**config.mk**
```make
export PLATFORM = sky130hd
export DESIGN_NAME = inst_loader
export DESIGN_NICKNAME = d
export VERILOG_FILES = /design/src/rtl/inst_loader.sv
export SDC_FILE = /design/constraint.sdc
export NUM_CORES = 1
export LEC_CHECK = 0
export ABC_AREA = 1
export CAP_MARGIN = 10
export CORE_MARGIN = 2
export CORE_UTILIZATION = 31
export CTS_CLUSTER_SIZE = 25
export DETAILED_ROUTE_END_ITERATION = 12
export GPL_ROUTABILITY_DRIVEN = 0
export HOLD_SLACK_MARGIN = 0.05
export PLACE_DENSITY_LB_ADDON = 0.05
export SLEW_MARGIN = 5
export SYNTH_ARGS = -nofsm -noshare
export SYNTH_HDL_FRONTEND = slang
export SYNTH_SLANG_ARGS = --single-unit
```
**constraint.sdc**
```tcl
create_clock -name clk -period 1.52 [get_ports clk]
set_input_delay 0.38 -clock clk [delete_from_list [all_inputs] [get_ports clk]]
set_output_delay 0.38 -clock clk [all_outputs]
set_load 0.005 [all_outputs]
```
**src/rtl/inst_loader.sv**
```systemverilog
// Instruction loader: streams a host program into instruction SRAM, then
// releases the BNN controller and hands it the SRAM control port.
module inst_loader #(
  parameter int ADDR_W = 11,
  parameter int DEPTH  = 2048
) (
  input  logic        clk,
  input  logic        rst,
  input  logic        start,
  input  logic        host_valid,
  input  logic [15:0] host_data,
  input  logic        host_last,
  output logic        host_ready,
  input  logic [12:0] ctrl_isram,
  output logic [12:0] isram_ctrl,
  output logic [15:0] isram_din,
  output logic        core_rst,
  output logic        load_done,
  output logic        overflow,
  output logic [11:0] word_count,
  output logic [15:0] checksum
);

  localparam logic [12:0]     CTRL_OFF = 13'h1800;
  localparam logic [ADDR_W:0] DEPTH_W  = (ADDR_W + 1)'(DEPTH);

  typedef enum logic [1:0] {S_IDLE, S_LOAD, S_RUN, S_ERR} state_t;

  state_t          r_state;
  logic [ADDR_W:0] r_wp;
  logic            r_drain;
  logic [12:0]     r_isram_ctrl;
  logic [15:0]     r_isram_din;
  logic            r_core_rst;
  logic            r_load_done;
  logic            r_overflow;
  logic [11:0]     r_word_count;
  logic [15:0]     r_checksum;

  logic w_full;
  logic w_hs;

  assign w_full     = (r_wp == DEPTH_W);
  // The drain cycle after the last word keeps the final write on the SRAM port.
  assign host_ready = (r_state == S_LOAD) && !r_drain && !w_full;
  assign w_hs       = host_valid && host_ready;

  // The controller owns the SRAM in RUN with no added latency on its fetches.
  assign isram_ctrl = (r_state == S_RUN) ? ctrl_isram : r_isram_ctrl;
  assign isram_din  = r_isram_din;
  assign core_rst   = r_core_rst;
  assign load_done  = r_load_done;
  assign overflow   = r_overflow;
  assign word_count = r_word_count;
  assign checksum   = r_checksum;

  // NOTE: sequential state uses non-blocking assignments only; the default
  // r_isram_ctrl assignment below is overridden by a later one in the same block.
  always_ff @(posedge clk) begin
    if (rst) begin
      r_state      <= S_IDLE;
      r_wp         <= '0;
      r_drain      <= 1'b0;
      r_isram_ctrl <= CTRL_OFF;
      r_isram_din  <= '0;
      r_core_rst   <= 1'b1;
      r_load_done  <= 1'b0;
      r_overflow   <= 1'b0;
      r_word_count <= '0;
      r_checksum   <= '0;
    end else begin
      r_isram_ctrl <= CTRL_OFF;
      if (start) begin
        r_state      <= S_LOAD;
        r_wp         <= '0;
        r_drain      <= 1'b0;
        r_core_rst   <= 1'b1;
        r_load_done  <= 1'b0;
        r_overflow   <= 1'b0;
        r_word_count <= '0;
        r_checksum   <= '0;
      end else begin
        case (r_state)
          S_LOAD: begin
            if (r_drain) begin
              r_state     <= S_RUN;
              r_drain     <= 1'b0;
              r_core_rst  <= 1'b0;
              r_load_done <= 1'b1;
            end else if (w_hs) begin
              r_isram_ctrl <= {2'b00, 11'(r_wp[ADDR_W-1:0])};
              r_isram_din  <= host_data;
              r_checksum   <= r_checksum ^ host_data;
              r_word_count <= r_word_count + 12'd1;
              r_wp         <= r_wp + 1'b1;
              r_drain      <= host_last;
            end else if (host_valid && w_full) begin
              r_state    <= S_ERR;
              r_overflow <= 1'b1;
            end
          end
          default: ;
        endcase
      end
    end
  end

endmodule

```
* Word-level counts from Yosys, hierarchy flattened *
Cells that the tools add are included.

storage, ports and cells
  word-level logic and storage cells = 51
  register bits after elaboration = 75
  output and inout port bits = 61
  bits of input ports = 34

operators by class
  equality and inequality tests = 5
  add/subtract/negate cells = 2
  bitwise logic cells = 5
  mux-type cells = 9
  reduce and logical (&&, ||, !) cells = 18

operators with widths
  kind                     count
  $mux W13                 2
  $add A12 B1 Y12 const B  2
  $xor A16 B16 Y16         1
  $eq A12 B12 Y1 const B   1
  $reduce_and A3 Y1        3
  $reduce_and A4 Y1        2
  $mux W2                  3
  $reduce_or A5 Y1         1
  $logic_and A1 B1 Y1      4
  $mux W1                  4
  $not A1 Y1               4
  $reduce_bool A2 Y1       2
  $reduce_or A4 Y1         1
  $ne A3 B3 Y1 const B     1
  $reduce_bool A3 Y1       1
  $eq A2 B1 Y1 const B     1
  $eq A2 B2 Y1 const B     1
  $logic_not A1 Y1         2
  $ne A2 B2 Y1 const B     1
  $reduce_and A2 Y1        1
  $reduce_or A2 Y1         1

* Logic depth before layout (Yosys ltp) *
Gate-level depths: netlist of run 1.

  depth after elaboration = 8
  mapped depth = 10
  gate-level depth less buffers = 9

* Least setup slack after synthesis of run 1 *
No wires, ideal clock.

  path kind = reg2out
  start point = register r_wp[0]
  end point = output host_ready
  arrival = 1261 ps
  buffers on the path = 1
  cell stages (with the launch flop) = 9
  required time = 1140 ps
  setup slack = -121 ps
  cells stage by stage = dfxtp_1 > inv_1 > ha_1 > nand2_1 > nor2_2 > nand2_4 > clkbuf_1 > nand2_1 > inv_1

on the way
  cells in the longest elaborated chain, start to end = 3

RTL lines
  element                   RTL line  text
  start: declaration        30        logic [ADDR_W:0] r_wp;
  start signal: assignment  95        r_wp <= r_wp + 1'b1;
  $eq A12 B12 Y1            43        assign w_full = (r_wp == DEPTH_W);
  $logic_not A1 Y1          45        assign host_ready = (r_state == S_LOAD) && !r_drain && !w_full;
  $logic_and A1 B1 Y1       45
  end: declaration          13        output logic host_ready,

Every way passes these cells.

* Worst setup path in the final report of run 1 *
  start point = register r_state[0]
  end point = output isram_ctrl[5]

on the way
  cells in the longest elaborated chain, start to end = 2

RTL lines
  element                   RTL line  text
  start: declaration        29        state_t r_state;
  start signal: assignment  61        r_state <= S_IDLE;
  start signal: assignment  74        r_state <= S_LOAD;
  start signal: assignment  86        r_state <= S_RUN;
  $eq A2 B2 Y1              49        assign isram_ctrl = (r_state == S_RUN) ? ctrl_isram : r_isram_ctrl;
  $mux W13                  49
  end: declaration          15        output logic [12:0] isram_ctrl,

Every way passes these cells.

==> results of run 1 <==
## synthesized netlist by cell type
library cell | count | area share [%]
nand2_1 | 153 | 16
o21ai_0 | 2 | 0.28
buf_4 | 9 | 1.9
xor2_1 | 24 | 5.9
a21oi_1 | 44 | 6.2
buf_6 | 1 | 0.31
nand4_1 | 27 | 4.7
inv_2 | 2 | 0.21
xnor2_1 | 5 | 1.2
clkbuf_1 | 9 | 0.94
nor2_1 | 68 | 7.1
nor2_4 | 1 | 0.31
inv_1 | 42 | 4.4
o21a_1 | 1 | 0.21
mux2_2 | 11 | 3.5
nand3_1 | 14 | 2.0
nor2_2 | 2 | 0.35
nand3_4 | 1 | 0.49
nand2_4 | 1 | 0.31
buf_2 | 4 | 0.56
clkinv_1 | 2 | 0.21
ha_1 | 3 | 1.0
nand4_2 | 1 | 0.35
nor3_1 | 1 | 0.14
dfxtp_1 | 74 | 41
## through the flow
| step | hold WS (ns) | TNS [ns] | total power, W | cells | instance area (um2) |
|---|---|---|---|---|---|
| after floorplan | 0.441 | 0 | 0.00221 | 502 | 3580 |
| after global placement | 0.439 | -14.82 | 0.00246 | 767 | 5020 |
| after detailed placement | 0.449 | -16.16 | 0.00247 | 767 | 5020 |
| after CTS | 0.453 | -3.27 | 0.00452 | 791 | 5490 |
| after global routing | 0.486 | -10.39 | 0.00481 | 821 | 6250 |
| final | 0.447 | -5.77 | 0.00463 | 821 | 6250 |
## power by group through the flow
| stage | Clock, W | Combinational, W | Sequential [W] |
|---|---|---|---|
| 6_report | 0.00202 | 0.000617 | 0.00199 |
| 5_1_grt | 0.00216 | 0.000665 | 0.00199 |
| 4_1_cts | 0.00209 | 0.000445 | 0.00198 |
| 3_5_place_dp | 0 | 0.000436 | 0.00203 |
| 3_3_place_gp | 0 | 0.000430 | 0.00203 |
| 2_1_floorplan | 0 | 0.000179 | 0.00203 |
## worst max-delay path by stage
stage | slack (ns) | end
final | -0.22 | isram_ctrl[5]
after global routing | -0.28 | isram_ctrl[0]
after CTS | -0.24 | isram_ctrl[10]
after detailed placement | -0.35 | isram_ctrl[3]
after global placement | -0.33 | isram_ctrl[0]
after floorplan | 0.001 | host_ready
## kinds of logic (layout without fill, tap and decap cells)
family / Yosys count / in the layout / share of synthesized area [%]
AND/OR/NAND/NOR: 269 / 270 / 31.8
adder cells (fa/ha/maj): 3 / 3 / 1.05
multiplexers: 11 / 11 / 3.46
XOR/XNOR: 29 / 29 / 7.10
AO/OA/AOI/OAI: 47 / 47 / 6.64
buffers and inverters: 69 / 244 / 8.53
flip-flops: 74 / 74 / 41.4
## final cells by class
class	instances	area, um2
Fill cell	1100	5070
Multi-Input combinational cell	360	2190
Timing Repair Buffer	182	1900
Sequential cell	74	1510
Clock buffer	14	274
Inverter	46	185
Tap cell	143	179
Clock inverter	2	10.0
## per-layer routing
metal | vias up | wire (um) | GRT usage, %
met1 | 1754 | 5070 | 19.8
li1 | 1940 | - | -
met3 | 12 | 573 | 4.30
met4 | 0 | 173 | 6.91
met2 | 76 | 5490 | 27.0
met5 | - | 0 | 0
## worst max-delay path: stages (launching register included)
cell and delay (ns):
dfxtp_2 0.32, inv_2 0.07, nand2_4 0.08, buf_16 0.15, mux2_4 0.30, buf_6 0.11
## what timing repair did
item,CTS,global route
setup buffers,8,20
endpoints found under the setup margin,130,83
pin swaps,5,26
resized for setup,173,110
cloned,1,11
## state kept, by name, summed over array words and instances, names as in the netlist
signal and flops:
checksum 16, core_rst 1, isram_din 16, load_done 1, overflow 1, r_drain 1
r_isram_ctrl 12, r_state 2, r_wp 12, word_count 12
==> results by group, run 1 <==
Outcome
  – Status: finished with violations
  – Failing checks: setup timing

Final layout
  – Commonest non-fill, non-tap cells in the layout: nand2_1 (105), buf_4 (59), nor2_1 (56)
  – Final net count: 710
  – Core Util, Final: 55.2%
  – Area Growth Syn to Fin: 74.7%
  – Most common cell after layout, fill and taps aside: nand2_1
  – Diodes inserted: 0
  – Layout cell share with drive strength beyond 1: 36.6%

Placed design
  – Post-place setup slack: -0.346 ns
  – Dpl hpwl: 6.87 mm
  – Number of port buffers: 94

Drt
  – Drt initial violations: 110
  – First-pass DRT Iterations: 4
  – DR vias/cell: between 4 and 5
  – WL/cell: 13.8 um
  – Final ANT Viol Nets: 0
  – Via count: 3782
  – Drt drc: 0
  – Routed Wire Length: 11.3 mm

Clocking
  – Hold Buf Count CTS: 0
  – Longest Clk Path Bufs: 2
  – Cts bufs inserted: 9
  – Total clock sinks: 74
  – CTS tree: yes
  – CTS Root Cell: clkbuf_16
  – Clk_lat worst skew: about 0.34 ns
  – CTS clk-pin slew, worst paths: 0.06 ns
  – H-tree Lvls: 3

Setup path
  – Critical path capture point type: primary output
  – Reg2reg setup slack: -0.10 ns
  – RR Startpoint: r_wp[4]$_SDFFE_PP0P_
  – Critical Path Source: r_state[0]$_SDFFE_PP0P_
  – R2r endpoint: word_count[7]$_SDFFE_PP0P_
  – Critical path type: reg -> out
  – Cell count of the worst reg-to-reg path: 10
  – Worst path arrival time: 1.36 ns
  – CP startpoint kind: flip-flop
  – Worst endpoint required time: 1.14 ns
  – Max FO, Critical Path: 6

Floorplan
  – Die Y: 111 um
  – Initial Utilization: about a third
  – Die area: about 12000 um2
  – Core area: 11300 um2
  – IO Pins: 95
  – Rows: 39
  – DIE WIDTH: between 100 and 150 um

Timing
  – Slew headroom: between 70 and 80%
  – Setup slack after layout: -0.215 ns
  – Highest Clock Rate: 0.576 GHz
  – RSZ-0062 raised after global routing: true
  – Final hold vios: 0
  – Final setup viols: 65
  – Worst-Margin Slew: ~0.37 ns
  – Clock skew: 0.00802 ns
  – Period minus WS final: 1.74 ns
  – Slew Viols, Final: 0
  – Fin crit share: 114%

Power
  – Sw frac: 23.7%
  – Sequential share of power: 42.9%
  – Clock power share: between 40 and 50%
  – Peak VDD IR: 0.475 mV
  – Total power divided by cell area: 740 nW/um2
  – Leak: 2.78 nW
  – Pint: 0.00353 W
  – Psw: 0.00110 W
  – Logic pwr share: roughly an eighth

Global routing
  – Largest net degree at the start of global routing: 44
  – GRT overflow: 0
  – Initial antenna violation count: 0
  – First-pass GRT wire length: 16.5 mm
  – Number of global-route vias before repair: between 3000 and 4000
  – Global Route Usage Sum: between 15 and 20%

Synth
  – Synth Instances: around 500
  – Syn. warnings: 0
  – Syn avg cell area: 7.13 um2
  – Unique cell type count in the Yosys netlist: 25
  – Mapped Nets: around 540
  – #FFs+latches synth: 74
  – Cell Area, Synth: 3580 um2
  – Sequential area share after synthesis: between 40% and 50%

Job
  – Max Cap Viol: 0

Hold path
  – WHS Endpoint: core_rst$_SDFFE_PP1P_
  – Hold depth: 2
  – Min-delay src: core_rst$_SDFFE_PP1P_
  – Worst hold path class: reg -> reg
Note: power is estimated with default switching activity, not from simulation.
==> run 2: changes to the inputs <==
- ABC_AREA: 1 -> unset
==> run 2 against run 1 <==
  * The flow still finishes with violations (setup timing)
  * Synthesized cell count fell by 25%
  * Global-route usage rose by 4.6 points
  * Worst setup slack got worse by 0.21 ns
  * Final area fell by 0.32%
  * Register-to-register slack got worse by 0.21 ns
  * Wire length rose by 4.2%
  * Count of clock-buffer cells in the layout fell by 4
  * Clock skew rose by 0.0025 ns
  * Cell count fell by 13%
  * Clock power fell by 21%
  * Largest cell class unchanged
  * Highest routed layer unchanged
==> results by group, run 2 <==
Outcome
  – Status: finished with violations
  – Failing checks: setup timing

Floorplan
  – Core area: 10300 um2
  – Initial Utilization: 31.8%
  – Rows: 37
  – DIE WIDTH: between 100 and 150 um
  – Die area: 11400 um2
  – IO Pins: 95
  – Die Y: 107 um

Setup path
  – Crit path top cell by count: buf_6
  – Worst endpoint required time: 1.14 ns
  – Crit path max-delay cell type: dfxtp_2
  – Critical path type: reg -> out
  – Delay of the slowest critical-path stage: 0.33 ns
  – Critical path capture point type: primary output
  – Worst path arrival time: 1.56 ns
  – CP startpoint kind: flip-flop
  – Reg2reg setup slack: -0.31 ns
  – Critical-path cell list: nor2b_4 -> buf_6 -> buf_6 -> mux2_4 -> buf_6
  – Max FO, Critical Path: 6

Synth
  – Main combinational cell family by area after synthesis: simple AND/OR/NAND/NOR gates
  – Simple-gate portion of the synthesized area: approximately a quarter
  – Synth Instances: 379
  – Largest cells by area after synthesis: dfxtp_1 (45%), a21oi_1 (5.2%), a31o_2 (4.8%)
  – Leading cell types by count after synthesis: dfxtp_1 (74), a21oi_1 (34), nand2_1 (31), nor2_1 (31), nand3_1 (26)
  – Syn. warnings: 0
  – Sequential area share after synthesis: 45.1%
  – Most used DFF post-synth: dfxtp_1
  – Post-synth EDFFs: 0
  – Share of the synthesized area in the top cell type: between 40% and 50%
  – Mapped Nets: approximately 420
  – Dominant cell type by area after synthesis: dfxtp_1
  – Synth async-reset ratio: 0%
  – Multiplexer share of the synthesized area: 4.07%
  – Most common cell in the netlist: dfxtp_1
  – Cell Area, Synth: 3290 um2
  – Post-Synth XOR/XNOR Area: 1.33%
  – Compound-Gate Fraction of Synth Area: 19.8%
  – Syn avg cell area: 8.67 um2
  – #FFs+latches synth: 74
  – Unique cell type count in the Yosys netlist: 42
  – Synth Area in Adders: 1.14%

Drt
  – DR vias/cell: 5.18
  – Via count: 3682
  – Drt initial violations: between 90 and 100
  – First-pass DRT Iterations: 4
  – Drt drc: 0
  – Final ANT Viol Nets: 0
  – Routed Wire Length: between 10 and 15 mm
  – WL/cell: roughly 17 um

Final layout
  – Finished Cell Area: 6230 um2
  – Area Growth Syn to Fin: 89.6%
  – Diodes inserted: 0
  – Final cell count without fillers: 711
  – Commonest non-fill, non-tap cells in the layout: buf_4 (73), dlygate4sd2_1 (48), dfxtp_2 (38)
  – Layout cell share with drive strength beyond 1: 50.6%
  – Final net count: 607
  – Most common cell after layout, fill and taps aside: buf_4

Global routing
  – Number of global-route vias before repair: 3743
  – Global Route Usage Sum: about a fifth
  – GRT overflow: 0
  – First-pass GRT wire length: between 15 and 20 mm
  – Largest net degree at the start of global routing: 25
  – Initial antenna violation count: 0

Timing
  – Period minus WS final: 1.94 ns
  – Fin crit share: 128%
  – TNS Setup: -20.36 ns
  – Setup slack after layout: -0.424 ns
  – Clock skew: 0.0105 ns
  – Final setup viols: 83
  – Slew headroom: 79.8%
  – Highest Clock Rate: 0.514 GHz
  – Final hold vios: 0
  – WHS: roughly 0.44 ns
  – Worst-Margin Slew: 0.302 ns
  – RSZ-0062 raised after global routing: true
  – Slew Viols, Final: 0

Clocking
  – CTS tree: yes
  – H-tree Lvls: 3
  – CTS clk-pin slew, worst paths: 0.08 ns
  – Longest Clk Path Bufs: 2
  – Clk_lat worst skew: around 0.35 ns
  – Cts bufs inserted: 9
  – CTS Root Cell: clkbuf_8
  – Total clock sinks: 74

Hold path
  – Worst hold path class: reg -> reg

Placed design
  – Inst Count DP: 649
  – Dpl hpwl: 6.95 mm
  – Number of port buffers: 94
  – Post-DP Area: 4880 um2

Power
  – Leak: 2.68 nW
  – Total design power: 0.00407 W
  – Total power divided by cell area: 653 nW/um2
  – Peak VDD IR: 0.423 mV

Job
  – Max Cap Viol: 0
## run 2: cell type report
class / count / area (um2)
Fill cell: 929 / 4090
Multi-Input combinational cell: 273 / 2220
Timing Repair Buffer: 210 / 2100
Sequential cell: 74 / 1530
Tap cell: 136 / 170
Clock buffer: 10 / 138
Clock inverter: 6 / 66.3
Inverter: 2 / 7.51
## run 2: worst max-delay path: cells and delay by family, from the launching register on
kind / cells / cell delay (ns)
buffers and inverters: 3 / 0.39
flip-flops: 1 / 0.33
multiplexers: 1 / 0.29
AND/OR/NAND/NOR: 1 / 0.20
## run 2: final timing paths
| kind | start | to | depth (start not counted) |
|---|---|---|---|
| worst max-delay path | r_state[1]$_SDFFE_PP0P_ | isram_ctrl[3] | 5 |
| worst min-delay path | core_rst$_SDFFE_PP1P_ | core_rst$_SDFFE_PP1P_ | 2 |
| worst max register to register | r_wp[0]$_SDFFE_PP0P_ | checksum[13]$_SDFFE_PP0P_ | 9 |
| worst min register to register | core_rst$_SDFFE_PP1P_ | core_rst$_SDFFE_PP1P_ | 2 |
## run 2: cells by family (layout without fill, tap and decap cells)
group | after synthesis | after routing
mux | 12 | 12
buf+inv | 33 | 228
compound gates | 105 | 105
xor+xnor | 5 | 5
fa+ha+maj | 3 | 3
flops | 74 | 74
simple gates | 147 | 148
## run 2: per-layer routing
layer  wire length [um]  track usage (%)  vias up
met1               5280             26.0     1798
met5                  0                0        -
met2               5850             36.3       88
met4                150             6.86        0
li1                   -                -     1785
met3                515             3.53       11
## run 2: through the flow
stage | util, % | setup WS (ns)
6_report | 60.4 | -0.424
3_5_place_dp | 47.3 | -0.533
3_3_place_gp | 47.3 | -0.506
2_1_floorplan | - | -0.116
5_1_grt | 60.4 | -0.466
4_1_cts | 57.6 | -0.421
## run 2: power by group
part / switching [W] / internal, W / leakage [nW]
Sequential: 0.0000175 / 0.00196 / 0.616
Combinational: 0.000229 / 0.000261 / 1.97
Clock: 0.000794 / 0.000803 / 0.0945
Total: 0.00104 / 0.00303 / 2.68
## run 2: repair_timing
action                                  in CTS  in global routing
cloned                                      10                  2
pin swaps                                   68                 41
setup buffers                               31                  9
gates resized for setup                    265                 57
endpoints found under the setup margin     125                 84
hold buffers                                 0                  0
==> run 3: changes to the inputs <==
- ABC_AREA: unset -> 1
- PLACE_DENSITY_LB_ADDON: 0.05 -> unset
- RECOVER_POWER: unset -> 100
==> run 3 against run 2 <==
  * The run still ends with setup timing left
  * Global-route usage fell by 1.7 points
  * Clock skew down 0.0036 ns
  * Hold slack gained 0.0075 ns
  * Clock power increased by 56%
  * Core utilization fell by 1.6 points
  * Final area is 6.7% higher
  * Count of clock-buffer cells in the layout grew 2
  * First-iteration DRC count is 79% higher
  * Power up 27%
  * Critical path depth grew 3
  * Largest power group is now the clock network
==> results by group, run 3 (synthesis results as in run 1) <==
Setup path
  – Delay of the slowest critical-path stage: 0.33 ns
  – Worst path arrival time: 1.39 ns
  – Max FO, Critical Path: 2
  – RR Startpoint: r_wp[0]$_SDFFE_PP0P_
  – CP Buf/Inv Count: 3
  – Crit path top cell by count: nand2_4
  – Critical-path cell list: inv_2 -> ha_4 -> nand2_4 -> nor2_4 -> nand2_4 -> nand2_4 -> inv_2 -> buf_2
  – Critical path type: reg -> out
  – Top delay family on crit path: flip-flops
  – CP startpoint kind: flip-flop
  – Worst endpoint required time: 1.14 ns
  – Critical Path Source: r_wp[0]$_SDFFE_PP0P_
  – Crit path max-delay cell type: dfxtp_2
  – Critical path capture point type: primary output

Hold path
  – Min-delay src: overflow$_SDFFE_PP0P_
  – Worst hold path class: reg -> reg

Drt
  – Drt initial violations: 174
  – Via count: 3947
  – Wire length on met1: 5.36 mm
  – Wire length on met2: 6.15 mm
  – Final ANT Viol Nets: 0
  – DR vias/cell: 4.77
  – Top Metal Used: met4
  – Drt drc: 0
  – Routed Wire Length: between 10 and 15 mm
  – WL/cell: 14.9 um
  – First-pass DRT Iterations: 4
  – Metal3 WL: between 600 and 700 um

Timing
  – RSZ-0062 raised after global routing: true
  – Fin crit share: 117%
  – Period minus WS final: approximately 1.8 ns
  – Final setup viols: 83
  – Final hold vios: 0
  – Highest Clock Rate: roughly 0.56 GHz
  – Slew Viols, Final: 0
  – TNS Setup: -14.56 ns
  – Slew headroom: 82.6%
  – Worst-Margin Slew: 0.259 ns
  – Clock skew: 0.00692 ns
  – WHS: approximately 0.45 ns
  – Setup slack after layout: -0.253 ns

Global routing
  – Initial antenna violation count: 0
  – Global Route Usage Sum: 19.1%
  – GRT overflow: 0
  – Number of global-route vias before repair: 3837
  – First-pass GRT wire length: slightly below 20 mm
  – Largest net degree at the start of global routing: 36

Clocking
  – Longest Clk Path Bufs: 2
  – H-tree Lvls: 3
  – CTS tree: yes
  – Cts bufs inserted: 9
  – Hold Buf Count CTS: 0
  – Clk_lat worst skew: approximately 0.34 ns
  – CTS clk-pin slew, worst paths: 0.06 ns
  – CTS Root Cell: clkbuf_16
  – Total clock sinks: 74

Outcome
  – Failing checks: setup timing
  – Status: finished with violations

Placed design
  – Dpl hpwl: 6.76 mm
  – Number of port buffers: 94
  – Post-place setup slack: -0.337 ns
  – Inst Count DP: 769

Final layout
  – Diodes inserted: 0
  – Filler cell count: 1000
  – Commonest non-fill, non-tap cells in the layout: nand2_1 (84), nor2_1 (62), buf_4 (60)
  – Layout cell share with drive strength beyond 1: 41.8%
  – Final net count: approximately 700
  – Final cell count without fillers: 828
  – Area Growth Syn to Fin: 85.8%
  – Most common cell after layout, fill and taps aside: nand2_1

Power
  – Leak: roughly 2.9 nW
  – Peak VDD IR: approximately 0.43 mV
  – Total power divided by cell area: 775 nW/um2

Floorplan
  – Rows: 39
  – DIE WIDTH: about 110 um
  – IO Pins: 95
  – Die area: 12400 um2
  – Initial Utilization: 31.6%
  – Die Y: 111 um
  – Core area: ~11000 um2

Job
  – Max Cap Viol: 0
run 3: changes by cell type in the layout (fill, tap and decap cells not counted), sizes merged, moves of 10 or more:
cell and delta:
nand2 +123, inv +42, nor2 +40, o21ai -21, nand4 +20, xor2 +19
a31o -18, a31oi -18, buf -18, and3 -13, nand3 -11, a21oi +10
run 3: power by group:
part	internal (W)	total [W]	switching, W	leakage, nW
Clock	0.00165	0.00249	0.000839	0.167
Sequential	0.00197	0.00199	0.0000222	0.611
Combinational	0.000351	0.000669	0.000318	2.16
run 3: layer usage:
| layer | vias up | track usage, % |
|---|---|---|
| met5 | - | 0 |
| met4 | 0 | 6.09 |
| met3 | 18 | 4.63 |
| met2 | 117 | 31.6 |
| met1 | 1862 | 24.6 |
| li1 | 1950 | - |
run 3: final timing paths:
kind,end,slack [ns],cells past startpoint
worst max-delay path,host_ready,-0.25,8
worst max register to register,checksum[5]$_SDFFE_PP0P_,-0.24,12
worst min register to register,overflow$_SDFFE_PP0P_,0.45,2
worst min-delay path,overflow$_SDFFE_PP0P_,0.45,2
run 3: tightest hold or removal path, stage by stage (launching register included):
cell and delay [ns]:
dfxtp_1 0.30, inv_1 0.04, a21oi_1 0.05
run 3: area by class of cell:
| type | count | area (um2) | share of cell area [%] |
|---|---|---|---|
| clock inverter | 4 | 98.8 | 1.49 |
| inverter | 46 | 178 | 2.67 |
| multi-input combinational | 359 | 2410 | 36.3 |
| sequential | 74 | 1520 | 22.9 |
| tap | 143 | 179 | 2.69 |
| clock buffer | 12 | 246 | 3.71 |
| timing repair buffer | 190 | 2010 | 30.2 |
run 3: stage by stage:
stage / power [W] / util [%] / area, um2
global route: 0.00531 / 58.7 / 6650
finish: 0.00515 / 58.7 / 6650
CTS: 0.00509 / 54.5 / 6170
global placement: 0.00246 / 44.5 / 5040
floorplan: 0.00221 / - / 3580
detailed placement: 0.00247 / 44.5 / 5040
run 3: timing repair:
item,4_1_cts,5_1_grt
resized for setup,218,140
cloned,10,1
setup buffers,40,3
pin swaps,25,34
endpoints found under the setup margin,130,83
